## config.mk

```make
export PLATFORM = sky130hd
export DESIGN_NAME = gc_cordic_arbiter
export DESIGN_NICKNAME = d
export VERILOG_FILES = /design/src/rtl/gc_cordic_pkg.sv /design/src/rtl/gc_rr_select.sv /design/src/rtl/gc_cordic_arbiter.sv
export SDC_FILE = /design/constraint.sdc
export NUM_CORES = 1
export LEC_CHECK = 0
export BUFFER_PORTS_ARGS = -buffer_cell sky130_fd_sc_hd__buf_2
export CAP_MARGIN = 10
export CELL_PAD_IN_SITES_DETAIL_PLACEMENT = 1
export CELL_PAD_IN_SITES_GLOBAL_PLACEMENT = 1
export CORE_MARGIN = 2
export CORE_UTILIZATION = 30
export DETAILED_ROUTE_END_ITERATION = 6
export PLACE_DENSITY_LB_ADDON = 0.1
export SLEW_MARGIN = 20
export SYNTH_ARGS = -nofsm -noshare
export SYNTH_HDL_FRONTEND = slang
export SYNTH_SLANG_ARGS = --single-unit
export TNS_END_PERCENT = 1
```

## constraint.sdc

```tcl
create_clock -name clk_i -period 5.1 [get_ports clk_i]
set_input_delay 0.51 -clock clk_i [delete_from_list [all_inputs] [get_ports clk_i]]
set_output_delay 0.51 -clock clk_i [all_outputs]
set_load 0.01 [all_outputs]
```

## src/rtl/gc_cordic_pkg.sv

```systemverilog
// rtl/gc_cordic_pkg.sv - shared CORDIC mode constants, tag record and width helper
package gc_cordic_pkg;

  localparam logic       c_MODE_VECTOR        = 1'b0;
  localparam logic       c_MODE_ROTATE        = 1'b1;
  localparam logic [1:0] c_SUBMODE_CIRCULAR   = 2'b00;
  localparam logic [1:0] c_SUBMODE_LINEAR     = 2'b01;
  localparam logic [1:0] c_SUBMODE_HYPERBOLIC = 2'b11;

  // Wide enough for the largest supported requester count (8).
  localparam int c_IDX_W = 3;

  typedef struct packed {
    logic               valid;
    logic [c_IDX_W-1:0] idx;
  } t_cordic_tag;

  function automatic int f_log2_ceil(input int value);
    int result;
    result = 0;
    for (int i = 0; i < 31; i++) begin
      if ((1 << i) < value) result = i + 1;
    end
    return result;
  endfunction

endpackage

```

## src/rtl/gc_rr_select.sv

```systemverilog
// rtl/gc_rr_select.sv - combinational round-robin picker starting the search at ptr_i
module gc_rr_select #(
  parameter int g_NUM_REQ = 4,
  parameter int g_IDX_W   = 2
) (
  input  logic [g_NUM_REQ-1:0] req_i,
  input  logic [g_IDX_W-1:0]   ptr_i,
  output logic [g_NUM_REQ-1:0] grant_o,
  output logic [g_IDX_W-1:0]   idx_o,
  output logic                 any_o
);

  logic [g_IDX_W:0] pos;

  always_comb begin
    grant_o = '0;
    idx_o   = '0;
    any_o   = 1'b0;
    pos     = '0;
    for (int i = 0; i < g_NUM_REQ; i++) begin
      // ptr_i + i folded back into 0..g_NUM_REQ-1 without a modulo operator
      pos = {1'b0, ptr_i} + (g_IDX_W+1)'(i);
      if (pos >= (g_IDX_W+1)'(g_NUM_REQ)) pos = pos - (g_IDX_W+1)'(g_NUM_REQ);
      if (!any_o && req_i[pos[g_IDX_W-1:0]]) begin
        any_o                     = 1'b1;
        grant_o[pos[g_IDX_W-1:0]] = 1'b1;
        idx_o                     = pos[g_IDX_W-1:0];
      end
    end
  end

endmodule

```

## src/rtl/gc_cordic_arbiter.sv

```systemverilog
// rtl/gc_cordic_arbiter.sv - shares one pipelined CORDIC among requesters, draining on mode switches
module gc_cordic_arbiter
  import gc_cordic_pkg::*;
#(
  parameter int g_NUM_REQ = 4,
  parameter int g_N       = 16,
  parameter int g_LATENCY = 17
) (
  input  logic                     clk_i,
  input  logic                     rst_i,
  input  logic [g_NUM_REQ-1:0]     req_valid_i,
  output logic [g_NUM_REQ-1:0]     req_ready_o,
  input  logic [g_NUM_REQ-1:0]     req_mode_i,
  input  logic [2*g_NUM_REQ-1:0]   req_submode_i,
  input  logic [g_N*g_NUM_REQ-1:0] req_x_i,
  input  logic [g_N*g_NUM_REQ-1:0] req_y_i,
  input  logic [g_N*g_NUM_REQ-1:0] req_z_i,
  output logic [g_NUM_REQ-1:0]     rsp_valid_o,
  output logic [g_N-1:0]           rsp_x_o,
  output logic [g_N-1:0]           rsp_y_o,
  output logic [g_N-1:0]           rsp_z_o,
  output logic                     cor_mode_o,
  output logic [1:0]               cor_submode_o,
  output logic [g_N-1:0]           cor_x0_o,
  output logic [g_N-1:0]           cor_y0_o,
  output logic [g_N-1:0]           cor_z0_o,
  input  logic [g_N-1:0]           cor_xn_i,
  input  logic [g_N-1:0]           cor_yn_i,
  input  logic [g_N-1:0]           cor_zn_i,
  output logic                     busy_o
);

  localparam int c_IW = (f_log2_ceil(g_NUM_REQ) > 1) ? f_log2_ceil(g_NUM_REQ) : 1;
  // One tag stage sits beside cor_*0_o ahead of the latency pipe, so up to g_LATENCY+1 in flight.
  localparam int c_CW = f_log2_ceil(g_LATENCY + 2);

  typedef enum logic {ST_RUN = 1'b0, ST_DRAIN = 1'b1} t_state;

  t_state               state, state_nxt;
  logic [c_IW-1:0]      rr_ptr, pend_idx, win_idx;
  logic [g_NUM_REQ-1:0] win_onehot, ret_onehot;
  logic                 win_any, win_mode, pend_mode, pend_valid;
  logic [1:0]           win_sub, pend_sub;
  logic [g_N-1:0]       win_x, win_y, win_z;
  logic                 grant, pend_load, mode_load, retire;
  logic [c_CW-1:0]      inflight;
  t_cordic_tag          tag_x0;
  t_cordic_tag          tag_pipe [g_LATENCY];

  gc_rr_select #(
    .g_NUM_REQ (g_NUM_REQ),
    .g_IDX_W   (c_IW)
  ) u_rr_select (
    .req_i   (req_valid_i),
    .ptr_i   (rr_ptr),
    .grant_o (win_onehot),
    .idx_o   (win_idx),
    .any_o   (win_any)
  );

  always_comb begin
    win_mode   = 1'b0;
    win_sub    = 2'b00;
    win_x      = '0;
    win_y      = '0;
    win_z      = '0;
    pend_mode  = 1'b0;
    pend_sub   = 2'b00;
    pend_valid = 1'b0;
    ret_onehot = '0;
    for (int i = 0; i < g_NUM_REQ; i++) begin
      if (win_idx == c_IW'(i)) begin
        win_mode = req_mode_i[i];
        win_sub  = req_submode_i[2*i +: 2];
        win_x    = req_x_i[i*g_N +: g_N];
        win_y    = req_y_i[i*g_N +: g_N];
        win_z    = req_z_i[i*g_N +: g_N];
      end
      if (pend_idx == c_IW'(i)) begin
        pend_mode  = req_mode_i[i];
        pend_sub   = req_submode_i[2*i +: 2];
        pend_valid = req_valid_i[i];
      end
      ret_onehot[i] = tag_pipe[g_LATENCY-1].valid &&
                      (tag_pipe[g_LATENCY-1].idx == c_IDX_W'(i));
    end
  end

  assign retire = tag_pipe[g_LATENCY-1].valid;

  always_ff @(posedge clk_i or posedge rst_i) begin
    if (rst_i) state <= ST_RUN;
    else       state <= state_nxt;
  end

  always_comb begin
    state_nxt = state;
    grant     = 1'b0;
    pend_load = 1'b0;
    mode_load = 1'b0;
    case (state)
      ST_RUN: begin
        if (win_any) begin
          if ({win_mode, win_sub} == {cor_mode_o, cor_submode_o}) begin
            grant = 1'b1;
          end else begin
            pend_load = 1'b1;
            state_nxt = ST_DRAIN;
          end
        end
      end
      ST_DRAIN: begin
        // A withdrawn request abandons the switch; otherwise wait for an empty pipe.
        if (!pend_valid) begin
          state_nxt = ST_RUN;
        end else if (inflight == '0) begin
          mode_load = 1'b1;
          state_nxt = ST_RUN;
        end
      end
      default: state_nxt = ST_RUN;
    endcase
  end

  assign req_ready_o = (grant && !rst_i) ? win_onehot : '0;
  assign busy_o      = (inflight != '0) || (state == ST_DRAIN);

  always_ff @(posedge clk_i or posedge rst_i) begin
    if (rst_i) begin
      rr_ptr        <= '0;
      pend_idx      <= '0;
      cor_mode_o    <= c_MODE_ROTATE;
      cor_submode_o <= c_SUBMODE_CIRCULAR;
      cor_x0_o      <= '0;
      cor_y0_o      <= '0;
      cor_z0_o      <= '0;
      tag_x0        <= '0;
      for (int i = 0; i < g_LATENCY; i++) tag_pipe[i] <= '0;
      inflight      <= '0;
      rsp_valid_o   <= '0;
      rsp_x_o       <= '0;
      rsp_y_o       <= '0;
      rsp_z_o       <= '0;
    end else begin
      if (grant) begin
        cor_x0_o <= win_x;
        cor_y0_o <= win_y;
        cor_z0_o <= win_z;
        tag_x0   <= '{valid: 1'b1, idx: c_IDX_W'(win_idx)};
        rr_ptr   <= (win_idx == c_IW'(g_NUM_REQ - 1)) ? '0 : win_idx + c_IW'(1);
      end else begin
        cor_x0_o <= '0;
        cor_y0_o <= '0;
        cor_z0_o <= '0;
        tag_x0   <= '0;
      end

      tag_pipe[0] <= tag_x0;
      for (int i = 1; i < g_LATENCY; i++) tag_pipe[i] <= tag_pipe[i-1];

      if (pend_load) pend_idx <= win_idx;
      if (mode_load) begin
        cor_mode_o    <= pend_mode;
        cor_submode_o <= pend_sub;
      end

      case ({grant, retire})
        2'b10:   inflight <= inflight + c_CW'(1);
        2'b01:   inflight <= inflight - c_CW'(1);
        default: inflight <= inflight;
      endcase

      rsp_valid_o <= ret_onehot;
      if (retire) begin
        rsp_x_o <= cor_xn_i;
        rsp_y_o <= cor_yn_i;
        rsp_z_o <= cor_zn_i;
      end
    end
  end

endmodule

```

## After elaboration in Yosys (flattened, before gate mapping)

Cells that the tools add are included.

| word-level totals | value |
|---|---|
| register bits | 185 |
| latch bits | 0 |
| memory bits (writable) | 0 |
| bits in read-only memories | 0 |
| bits of input ports | 258 |
| output and inout bits | 108 |
| logic and storage cells | 193 |
| memories | 0 |

| cells by class | value |
|---|---|
| add/sub/neg operators | 10 |
| multiply operators | 0 |
| divide/modulo/power cells | 0 |
| order comparisons | 12 |
| equal/unequal tests | 12 |
| shift operators | 0 |
| muxes and demuxes | 83 |
| bitwise logic cells | 4 |
| reductions and logical operators | 23 |

Operators by type and width:

| cell | number |
|---|---|
| $mux 16 | 15 |
| $mux 1 | 35 |
| $mux 2 | 17 |
| $mux 4 | 6 |
| $logic_and 1x1->1 | 12 |
| $lt 2x3->1 const B | 4 |
| $or 4x4->4 | 3 |
| $eq 2x2->1 const B | 5 |
| $pmux 5 s2 | 1 |
| $ge 3x3->1 const B | 3 |
| $bmux 1 s2 | 4 |
| $demux 1 s2 | 4 |
| $ge 2x1->1 const B | 4 |
| $sub 2x1->2 const B | 4 |
| $add 2x2->3 const B | 2 |
| $eq 2x1->1 const B | 3 |
| $eq 3x2->1 const B | 2 |
| $add 5x1->5 const B | 1 |
| $logic_not 5->1 | 1 |
| $reduce_bool 5->1 | 1 |
| $sub 5x1->5 const B | 1 |
| $logic_not 1->1 | 4 |
| $logic_not 2->1 | 2 |
| $add 2x1->3 const B | 1 |
| 9 further kinds | 9 |

## Depth between registers and ports, before layout

Gate-level depths: netlist of the first run.

| logic depth | value |
|---|---|
| depth after elaboration | 25 |
| mapped depth | 27 |
| depth with buffers taken out | 22 |

## Modules after synthesis

From an unflattened synthesis of the first run, not the netlist that was laid out.

| second synthesis, totals | value |
|---|---|
| cell total of the unflattened synthesis | 732 |
| area, all modules | 7712.4 µm² |

By module, submodules not included:

| module | instances | cells an instance | area an instance (µm²) | seq. area each (µm²) |
|---|---|---|---|---|
| gc_cordic_arbiter | 1 | 687 | 7290.7 | 4180.3 |
| gc_rr_select | 1 | 45 | 421.7 | 0.0 |

## Least setup slack after synthesis of the first run

No wires, ideal clock.

| timing | value |
|---|---|
| path type | register to register |
| start point | register rr_ptr[0] |
| end point | register inflight[4] |
| library setup time | 125 ps |
| arrival | 5364 ps |
| path slack | -389 ps |
| stages on the path, launching flop included | 28 |
| cells stage by stage | dfrtp_1 buf_2 inv_2 ha_1 mux4_2 and2b_1 o21ai_1 o31ai_2 inv_1 ha_1 buf_2 nor3b_1 a211oi_1 xnor2_1 nand4_1 or3_4 buf_6 buf_6 ha_1 clkbuf_1 xor2_1 ha_1 o21a_1 o21ai_0 o21bai_1 xnor2_1 nor2_1 xor2_1 |

| on the way | value |
|---|---|
| cells in the longest elaborated chain, start to end | 25 |

Ends and longest elaborated chain:

| what | RTL line | source |
|---|---|---|
| start: declaration | gc_cordic_arbiter.sv:40 | `logic [c_IW-1:0] rr_ptr, pend_idx, win_idx;` |
| start signal: assignment | gc_cordic_arbiter.sv:150 | `rr_ptr <= (win_idx == c_IW'(g_NUM_REQ - 1)) ? '0 : win_idx + c_IW'(1);` |
| branches (longest 13 deep; another with $add 2x1->3) | -- |  |
| $mux 2 (*) | gc_rr_select.sv:24 | `if (!any_o && req_i[pos[g_IDX_W-1:0]]) begin` |
| via u_rr_select.idx_o[0] | gc_rr_select.sv:9 | `output logic [g_IDX_W-1:0] idx_o,` |
| $logic_not 2->1 | gc_cordic_arbiter.sv:72 | `if (win_idx == c_IW'(i)) begin` |
| $mux 2 / $mux 1 (equally long branches) (4 in series) | gc_cordic_arbiter.sv:72 |  |
| $eq 3x3->1 (*) | gc_cordic_arbiter.sv:104 | `if ({win_mode, win_sub} == {cor_mode_o, cor_submode_o}) begin` |
| $mux 1 (*) | gc_cordic_arbiter.sv:104 |  |
| $mux 1 (*) | gc_cordic_arbiter.sv:103 | `if (win_any) begin` |
| $mux 1 (*) | gc_cordic_arbiter.sv:101 | `case (state)` |
| $eq 2x1->1 / $eq 2x2->1 (equally long branches) | gc_cordic_arbiter.sv:167 | `case ({grant, retire})` |
| $pmux 5 s2 / $reduce_bool 2->1 (equally long branches) | -- |  |
| end signal: assignment | gc_cordic_arbiter.sv:168 | `2'b10: inflight <= inflight + c_CW'(1);` |
| end signal: assignment | gc_cordic_arbiter.sv:169 | `2'b01: inflight <= inflight - c_CW'(1);` |
| end signal: assignment | gc_cordic_arbiter.sv:170 | `default: inflight <= inflight;` |
| end: declaration | gc_cordic_arbiter.sv:46 | `logic [c_CW-1:0] inflight;` |

Mark *: on every way through the listed nets, which the timed path passes. The select of a mux whose other input is x is not followed.
A chain may end at the register's enable or synchronous reset.

## Worst setup path in the final report of the first run

| timing | value |
|---|---|
| start point | register rr_ptr[1] |
| end point | output port req_ready_o[3] |

| on the way | value |
|---|---|
| cells in the longest elaborated chain, start to end | 25 |

Ends and longest elaborated chain:

| what | RTL line | source |
|---|---|---|
| branches (longest 13 deep; another with $add 2x1->3) | -- |  |
| $mux 2 (*) | gc_rr_select.sv:24 |  |
| via u_rr_select.idx_o[0] | gc_rr_select.sv:9 |  |
| $logic_not 2->1 | gc_cordic_arbiter.sv:72 |  |
| $mux 2 / $mux 1 (equally long branches) (4 in series) | gc_cordic_arbiter.sv:72 |  |
| $eq 3x3->1 (*) | gc_cordic_arbiter.sv:104 |  |
| $mux 1 (*) | gc_cordic_arbiter.sv:104 |  |
| $mux 1 (*) | gc_cordic_arbiter.sv:103 |  |
| $mux 1 (*) | gc_cordic_arbiter.sv:101 |  |
| $logic_and 1x1->1 (*) | gc_cordic_arbiter.sv:125 | `assign req_ready_o = (grant && !rst_i) ? win_onehot : '0;` |
| $mux 4 (*) | gc_cordic_arbiter.sv:125 |  |
| end: declaration | gc_cordic_arbiter.sv:12 | `output logic [g_NUM_REQ-1:0] req_ready_o,` |

Marks and branches as above.

==> summary.txt, run 1 <==
Placement
  • RD Place Congestion: 0.785
  • Hpwl dp: 19200 um
  • Post-DP Area: 9630 um^2
  • Placed cells: 1294
  • Pre-CTS WS: -34.8 ps
  • IO Port Bufs: 365

Critical path
  • CP dominant cell by count: inv_1
  • Crit-path max FO: 58
  • Kind of critical path: flip-flop to primary output
  • Crit path DAT: 4340 ps
  • Worst path cell trace: inv_1, ha_4, mux4_2, and2b_2, o21ai_2, o31ai_4, inv_1, ha_2, nor3b_1, a211oi_1, xnor2_1, nand4_1, or3_4, buf_12, a2111oi_2, buf_2
  • CP bufs+invs: 4
  • Crit path required time: 4590 ps
  • Worst Setup End Kind: primary output
  • Critical path's top delay family: simple AND/OR/NAND/NOR gates
  • Max stage delay on crit path: 520 ps
  • CP max stage cell: mux4_2
  • Startpoint Class: flip-flop

Global routing
  • First-pass GRT wire length: 38800 um
  • Pin count of the biggest net entering global routing: 91
  • GR Util met1: 0.231
  • Met2 usage: 0.338
  • Global routing's busiest layer: met2
  • Global route overflow: 0
  • Initial antenna violation count: 1
  • Total track usage: 0.192
  • Vias in the first global route: 6780
  • GRT met3 Usage: 0.0559

Power and ir drop
  • Tot Pwr: 7.20 mW
  • Sw Ratio: 0.419
  • Total power per unit cell area: 701 nW/um^2
  • P_int: 4.18 mW
  • Clock power frac: 0.171
  • Sequential power share: 0.288
  • Psw: 3.02 mW
  • Leak: 5.11 nW
  • Peak VDD IR: 0.565 mV
  • Gate power share: 0.541

Finish
  • Final core occ: 0.421
  • Final Cell Area: 10300 um^2
  • Layout Cells excl Fill: 1328
  • Nets@finish: 1264
  • Diodes inserted: 0
  • Fillers: 2838
  • Area Overhead vs Synth: 37.5%
  • Ratio of cells with drive above 1 in the final layout: 0.491

Floorplan
  • Die ar.: 26200 um^2
  • Io pins: 366
  • Core Region: 24400 um^2
  • Die Y: 162 um
  • Width of the die: 162 um
  • Row count: 57
  • Initial Utilization: 0.306

Clock network
  • Num CTS Buffers: 17
  • Clock buffer depth: 2
  • H-tree levels: 4
  • CTS tree: yes
  • Hold Buf Count CTS: 0
  • Root buffer cell: clkbuf_16
  • Reg clk slew, reported paths: 70 ps
  • Clk sinks: 167
  • Clock latency on the worst-skew pair: 420 ps

Timing
  • Tightest Pin Transition: 841 ps
  • Final worst path period need: 4850 ps
  • Pins over their slew limit: 0
  • Fin crit share: 0.951
  • Final Setup Violations: 0
  • Final hold slack: 199 ps
  • Total Neg Setup Slack: 0 ps
  • Max Clock Freq: 0.206 GHz
  • RSZ-0062 raised after global routing: no
  • Post-route setup slack: 252 ps
  • Slew HR: 0.439
  • Final Hold Violating Endpoints: 0
  • Final setup skew: 11.2 ps

Yosys
  • Async S/R FF share, synth: 1.00
  • Post-synthesis area per instance: 11.7 um^2
  • Synth Register Bits: 167
  • Syn Nets: 913
  • Yosys warns: 0
  • Seq/Total Area, Yosys: 0.560
  • Post-synth EDFFs: 0
  • Post-Synthesis Cells: 640
  • Ys flop type: dfrtp_1
  • Netlist cell types: 47
  • Cell area after synthesis: 7470 um^2

Routing
  • Routed WL: 25300 um
  • DR DRC count: 0
  • Vias per inst: 4.82
  • DRT Pass-1 Iters: 4
  • Via count: 6401
  • Detailed router's first-iteration violation count: 310
  • Final ANT Viol Nets: 0
  • Drt wl/cell: 19.1 um

Outcome
  • Status: completed

Flow run
  • Max_cap viols: 0

Min path
  • HP Class: input pin to asynchronous set/reset pin
worst paths after layout:
path / slack (ps) / endpoint / from / cells after the start
setup / recovery: 250 / req_ready_o[3] / rr_ptr[1] / 16
hold / removal: 200 / cor_z0_o[7] / rst_i / 2
setup reg to reg: 400 / inflight[4] / rr_ptr[1] / 22
hold reg to reg: 340 / tag_pipe[4] / tag_pipe[8] / 0
max in group asynchronous: 3820 / rsp_x_o[6] / rst_i / 3
min in group clk_i: 320 / rsp_y_o[14] / cor_yn_i[14] / 2
what timing repair did:
action	4_1_cts	5_1_grt
setup endpoints to repair	5	5
resized for setup	6	8
hold endpoints to repair	0	0
buffers inserted	1	1
final cells by class:
class / instances / area [um^2] / area share
clock buffer: 19 / 433 / 0.0422
clock inverter: 13 / 125 / 0.0122
inverter: 10 / 41.3 / 0.00402
multi-input combinational: 415 / 3110 / 0.302
sequential: 167 / 4180 / 0.407
tap: 324 / 405 / 0.0395
timing repair buffer: 380 / 1980 / 0.192
layer usage:
layer	wire length, um	share of wire
met5	0	0
met4	293	0.012
met3	1970	0.078
met2	12800	0.50
met1	10300	0.41
placed cells by master, fill, tap and decap left out, drive strengths merged, types with 2 or more instances in the layout:
master / count
a21oi: 57
dfrtp: 166
a22oi: 2
mux2: 59
a211oi: 4
or3: 2
nand2: 10
a221oi: 48
o21ai: 9
inv: 11
nand3: 2
a2111oi: 3
nand3b: 4
nor2: 59
a221o: 4
clkbuf: 19
ha: 15
nor3: 48
a21o: 2
mux4: 7
or4: 2
clkinvlp: 6
xor2: 5
xnor2: 4
clkinv: 5
buf: 380
nor2b: 52
nor3b: 5
flip-flops by register name, indices dropped and copies added (netlist names), 2 cells and up:
signal / count
rsp_valid_o: 4
cor_x0_o: 16
rsp_y_o: 16
tag_x0: 3
inflight: 5
tag_pipe: 50
rsp_z_o: 16
pend_idx: 2
rsp_x_o: 16
rr_ptr: 2
cor_z0_o: 16
cor_submode_o: 2
cor_y0_o: 16
kinds of logic after synthesis:
group / after synthesis / share of synthesized area
adder cells (fa/ha/maj): 15 / 0.0251
buffers and inverters: 58 / 0.0358
AO/OA/AOI/OAI: 135 / 0.128
AND/OR/NAND/NOR: 189 / 0.130
multiplexers: 67 / 0.111
flip-flops: 167 / 0.560
XOR/XNOR: 9 / 0.0106
Yosys cell counts (all sizes together) (2+ instances only):
master	instances	area, um^2
a2111oi	3	52.6
clkbuf	33	124
nor3	48	240
dfrtp	166	4150
a211oi	4	30.0
a221o	4	40.0
ha	15	188
mux4	7	158
nand2	10	37.5
nor2	59	221
a22oi	2	15.0
or4	2	15.0
o21ai	9	45.0
a21oi	57	285
nor3b	5	37.5
nor2b	52	325
a21o	2	15.0
a221oi	48	420
mux2	59	664
xor2	5	43.8
buf	15	106
nand3b	4	30.0
or3	2	17.5
xnor2	4	35.0
nand3	2	10.0
inv	10	37.5
power groups by stage:
stage,registers [mW],clock network (mW),logic (mW)
6_report,2.07,1.23,3.90
5_1_grt,2.15,1.33,4.36
4_1_cts,2.08,1.27,3.93
3_5_place_dp,2.10,0,3.87
3_3_place_gp,2.08,0,3.85
2_1_floorplan,2.26,0,2.41
Power figures use the tool's default switching activity.
==> run 2, diff against run 1 <==
Settings changed: GPL_TIMING_DRIVEN set to 0, HOLD_SLACK_MARGIN set to 0.05.
==> run 2 against run 1 <==
Sequential share of layout area shrank 2.2 points. Fmax shrank 1.2%. Via count grew 4.9%. Critical path depth up 2. Combinational power is 15% higher. Clock power is 7% higher. Non-clock buffer count up 61. Clock skew is 2.1 ps higher. Critical path type unchanged. Largest power group unchanged.
==> summary.txt, run 2 (same netlist as run 1, synthesis figures left out) <==
Outcome
  • Status: completed

Clock network
  • H-tree levels: 4
  • Reg clk slew, reported paths: 80 ps
  • CTS tree: yes
  • Root buffer cell: clkbuf_16
  • Clock latency on the worst-skew pair: 440 ps
  • Clock buffer depth: 2
  • Clk sinks: 167
  • Num CTS Buffers: 17

Global routing
  • Total track usage: 0.210
  • First-pass GRT wire length: 41500 um
  • Pin count of the biggest net entering global routing: 33
  • Initial antenna violation count: 4
  • Vias in the first global route: 7111
  • Global route overflow: 0

Finish
  • Final Cell Area: 10900 um^2
  • Largest Register: tag_pipe
  • Ratio of cells with drive above 1 in the final layout: 0.494
  • Nets@finish: 1325
  • Commonest cells after routing, fill and taps aside: 365 x buf_2, 164 x dfrtp_1, 59 x nor2_1
  • Max reg flops: 50
  • Area Overhead vs Synth: 45.4%
  • Final core occ: 0.445
  • Most common cell after layout, fill and taps aside: buf_2

Timing
  • Slew HR: 0.460
  • Tightest Pin Transition: 811 ps
  • Pins over their slew limit: 0
  • Final Hold Violating Endpoints: 0
  • Final worst path period need: 4910 ps
  • Final setup skew: 13.3 ps
  • Total Neg Setup Slack: 0 ps
  • Final Setup Violations: 0
  • Fin crit share: 0.962
  • Max Clock Freq: 0.204 GHz
  • Post-route setup slack: 192 ps

Power and ir drop
  • Leak: 5.37 nW
  • Total power per unit cell area: 725 nW/um^2
  • Tot Pwr: 7.88 mW
  • Peak VDD IR: 0.267 mV

Critical path
  • Crit path required time: 4590 ps
  • Worst Setup End Kind: primary output
  • Startpoint Class: flip-flop
  • Kind of critical path: flip-flop to primary output
  • Crit-path max FO: 5
  • Crit path DAT: 4400 ps

Routing
  • DR DRC count: 0
  • Top Metal Used: met4
  • Met3 wire length: 1910 um
  • DRT Pass-1 Iters: 6
  • Wl on met1: 11000 um
  • Drt wl/cell: 19.9 um
  • Via count: 6712
  • DR WL met2: 14200 um
  • Routed WL: 27700 um
  • Vias per inst: 4.81
  • Final ANT Viol Nets: 0
  • Detailed router's first-iteration violation count: 214

Floorplan
  • Die ar.: 26200 um^2
  • Io pins: 366
  • Core Region: 24400 um^2
  • Width of the die: 162 um
  • Row count: 57
  • Die Y: 162 um
  • Initial Utilization: 0.306

Placement
  • Hpwl dp: 21700 um
  • Pre-CTS WS: -1200 ps
  • IO Port Bufs: 365
  • Post-DP Area: 9850 um^2
  • RD Place Congestion: 0.802

Min path
  • HP Class: input pin to asynchronous set/reset pin

Flow run
  • Max_cap viols: 0
## run 2: changes by cell type in the layout (fill, tap and decap cells not counted), sizes merged
| cell | before | now |
|---|---|---|
| diode | 0 | 5 |
| buf | 380 | 408 |
| bufinv | 1 | 0 |
| inv | 11 | 18 |
| clkbuf | 19 | 49 |
| clkinvlp | 6 | 2 |
| bufbuf | 0 | 1 |
## run 2: repair_timing
action | CTS | global route
pin swaps | 12 | 13
cloned | 1 | 0
endpoints found under the setup margin | 9 | 6
setup buffers | 19 | 4
gates resized for setup | 40 | 7
hold endpoints to repair | 0 | 0
hold buffers | 0 | 0
## run 2: layer usage
metal  up-vias  track usage
li1       3137            -
met1      3285        0.244
met2       261        0.375
met3        29       0.0572
met4         0       0.0668
met5         -            0
## run 2: cell type report
cell class	count	area, um^2
fillers	2815	13500
flip-flops and latches	167	4180
multi-input cells	415	3170
repair buffers	395	2180
clock buffers	17	425
well taps	324	405
plain buffers	46	256
clock inverters	15	188
inverters	10	43.8
diodes	5	12.5
## run 2: path summary, 6_finish.rpt
check / from / to / slack (ps) / cells after the start
max in group asynchronous: rst_i / rsp_x_o[0] / 4140 / 4
min in group clk_i: cor_xn_i[9] / rsp_x_o[9] / 300 / 2
setup reg to reg: rr_ptr[0] / inflight[4] / 240 / 25
hold reg to reg: tag_pipe[5] / tag_pipe[1] / 340 / 0
setup / recovery: rr_ptr[0] / req_ready_o[3] / 190 / 18
hold / removal: rst_i / cor_z0_o[5] / 220 / 2
## run 2: worst max-delay path, cell delays in order (launching register included)
cell       delay, ps
dfrtp_2          390
buf_8            110
inv_4             50
ha_4             270
mux4_2           520
and2b_2          260
o21ai_2           70
o31ai_4          100
inv_2            100
ha_4             180
buf_8            120
a211oi_1         230
a211oi_2         120
xnor2_1          180
nand4_1          160
or3_4            390
buf_4            160
a2111oi_1        330
buf_2            220
## run 2: where the power goes
part / internal [mW] / switching [mW]
Clock: 0.675 / 0.649
Sequential: 1.85 / 0.230
Combinational: 1.96 / 2.52
Total: 4.48 / 3.40
## run 2: metrics by stage
step | hold WS (ps) | instances
final | 224 | 1394
after global routing | 263 | 1393
after CTS | 237 | 1386
after detailed placement | 336 | 1335
after global placement | 334 | 1329
after floorplan | 331 | 640
==> run 3, diff against run 2 <==
--- a/config.mk
+++ b/config.mk
@@ -7,5 +7,5 @@
 export LEC_CHECK = 0
 export BUFFER_PORTS_ARGS = -buffer_cell sky130_fd_sc_hd__buf_2
-export CAP_MARGIN = 10
+export CAP_MARGIN = 20
 export CELL_PAD_IN_SITES_DETAIL_PLACEMENT = 1
 export CELL_PAD_IN_SITES_GLOBAL_PLACEMENT = 1
==> constraint.sdc (replaced) <==
create_clock -name clk_i -period 4.3 [get_ports clk_i]
set_input_delay 0.43 -clock clk_i [delete_from_list [all_inputs] [get_ports clk_i]]
set_output_delay 0.43 -clock clk_i [all_outputs]
set_load 0.1 [all_outputs]
==> run 3 against run 2 <==
The run now ends with setup timing left. Non-clock buffer count increased by 1. Hold slack improved by 6.3 ps. Final area increased by 0.70%. Die area unchanged. Core utilization increased by 0.31 points. Cell count about the same.
==> summary.txt, run 3 (same netlist as run 1, synthesis figures left out) <==
Clock network
  • Clock buffer depth: 2
  • Clk sinks: 167
  • CTS tree: yes
  • Root buffer cell: clkbuf_16
  • Clock latency on the worst-skew pair: 430 ps
  • Reg clk slew, reported paths: 80 ps
  • H-tree levels: 4
  • Num CTS Buffers: 17

Timing
  • RSZ-0062 raised after global routing: yes
  • Total Neg Setup Slack: -4250 ps
  • Post-route setup slack: -703 ps
  • Tightest Pin Transition: 729 ps
  • Pins over their slew limit: 0
  • Fin crit share: 1.16
  • Final worst path period need: 5000 ps
  • Max Clock Freq: 0.200 GHz
  • Final Setup Violations: 8
  • Final setup skew: 12.1 ps
  • Final Hold Violating Endpoints: 0
  • Slew HR: 0.514

Min path
  • HP Class: input pin to flip-flop
  • Worst Hold Launch: cor_yn_i[5]

Critical path
  • Kind of critical path: flip-flop to primary output
  • CP bufs+invs: 8
  • RR Startpoint: rr_ptr[0]
  • Crit path DAT: 4570 ps
  • Crit path required time: 3870 ps
  • Critical path's top delay family: buffers and inverters
  • CP max stage cell: mux4_2
  • Setup crit start: rr_ptr[0]
  • Max stage delay on crit path: 530 ps
  • Startpoint Class: flip-flop
  • Worst path cell trace: buf_8, inv_6, ha_4, mux4_2, and2b_2, o21ai_2, o31ai_4, buf_6, inv_4, ha_4, buf_8, nor3b_4, a211oi_2, xnor2_1, nand4_1, or3_4, buf_12, buf_4, a2111oi_4, buf_6
  • Worst Setup End Kind: primary output
  • Crit-path max FO: 9

Floorplan
  • Die ar.: 26200 um^2
  • Core Region: 24400 um^2
  • Row count: 57
  • Initial Utilization: 0.306
  • Width of the die: 162 um
  • Die Y: 162 um
  • Io pins: 366

Routing
  • Final ANT Viol Nets: 0
  • Routed WL: 28100 um
  • Via count: 6774
  • DRT Pass-1 Iters: 4
  • Vias per inst: 4.86
  • Drt wl/cell: 20.2 um
  • DR DRC count: 0
  • Detailed router's first-iteration violation count: 257

Placement
  • IO Port Bufs: 365
  • Hpwl dp: 21800 um
  • RD Place Congestion: 0.788

Global routing
  • First-pass GRT wire length: 41700 um
  • Initial antenna violation count: 8
  • Pin count of the biggest net entering global routing: 35
  • Total track usage: 0.211
  • Global route overflow: 0
  • Vias in the first global route: 7102

Outcome
  • Status: finished with violations
  • Violated checks: setup timing

Finish
  • Nets@finish: 1326
  • Most common cell after layout, fill and taps aside: buf_2
  • Commonest cells after routing, fill and taps aside: 362 x buf_2, 164 x dfrtp_1, 59 x nor2_1
  • Largest Register: tag_pipe
  • Area Overhead vs Synth: 46.4%
  • Max reg flops: 50
  • Ratio of cells with drive above 1 in the final layout: 0.499

Flow run
  • Max_cap viols: 0
-- run 3: cell types whose count changed in the layout (fill, tap and decap cells not counted), sizes merged --
cell	before	now
bufbuf	1	0
clkinvlp	2	3
dlygate4sd3	0	1
inv	18	17
buf	408	409
-- run 3: final timing paths --
kind                                       end  slack [ps]  cells past startpoint
min in group asynchronous          cor_z0_o[5]         590                      3
worst min-delay path                rsp_y_o[5]         230                      2
worst min register to register     tag_pipe[5]         350                      0
worst max-delay path            req_ready_o[1]        -700                     20
worst max register to register     inflight[4]        -690                     28
max in group asynchronous           rsp_x_o[2]        2660                      7
-- run 3: worst register-to-register path: cells and delay by family, from the launching register on --
kind / cells / cell delay [ps]
buffers and inverters: 8 / 880
and+or+nand+nor: 5 / 1000
DFF: 1 / 390
adders and majority gates: 4 / 770
AOI/OAI and AO/OA: 6 / 660
muxes: 1 / 530
xor gates and xnor gates: 4 / 650
-- run 3: what timing repair did --
item | in CTS | in global routing
buffers inserted | 21 | 2
hold endpoints to repair | 5 | 0
endpoints found under the setup margin | 64 | 11
gates cloned | 0 | 0
hold buffers | 1 | 0
pin swaps | 14 | 13
resized for setup | 53 | 9
-- run 3: cell type report --
| class | count | area [um^2] |
|---|---|---|
| well taps | 324 | 405 |
| flip-flops and latches | 167 | 4180 |
| fillers | 2831 | 13500 |
| clock buffers | 17 | 425 |
| inverters | 10 | 48.8 |
| clock inverters | 15 | 174 |
| diodes | 5 | 12.5 |
| multi-input cells | 415 | 3230 |
| plain buffers | 47 | 282 |
| repair buffers | 395 | 2170 |
-- run 3: per-layer routing --
layer  vias up  track usage  routed length (um)
met5         -            0                  51
met3        26       0.0623                2230
met1      3325        0.244               10900
met4         6       0.0607                 338
li1       3147            -                   -
met2       270        0.379               14600
-- run 3: metrics by stage --
| step | instances | hold slack [ps] | setup slack [ps] | area, um^2 | utilization |
|---|---|---|---|---|---|
| finish | 1395 | 230 | -703 | 10900 | 0.448 |
| CTS | 1388 | 212 | -788 | 10900 | 0.445 |
| detailed placement | 1335 | 336 | -1910 | 9890 | 0.406 |
| global placement | 1329 | 335 | -1980 | 9760 | 0.400 |
| global route | 1392 | 210 | -884 | 10900 | 0.448 |
| floorplan | 640 | 331 | -1010 | 7530 | - |
Power of run 3 is not shown: default switching activity piles up to over one toggle a cycle in this logic, so the estimate is an artifact.
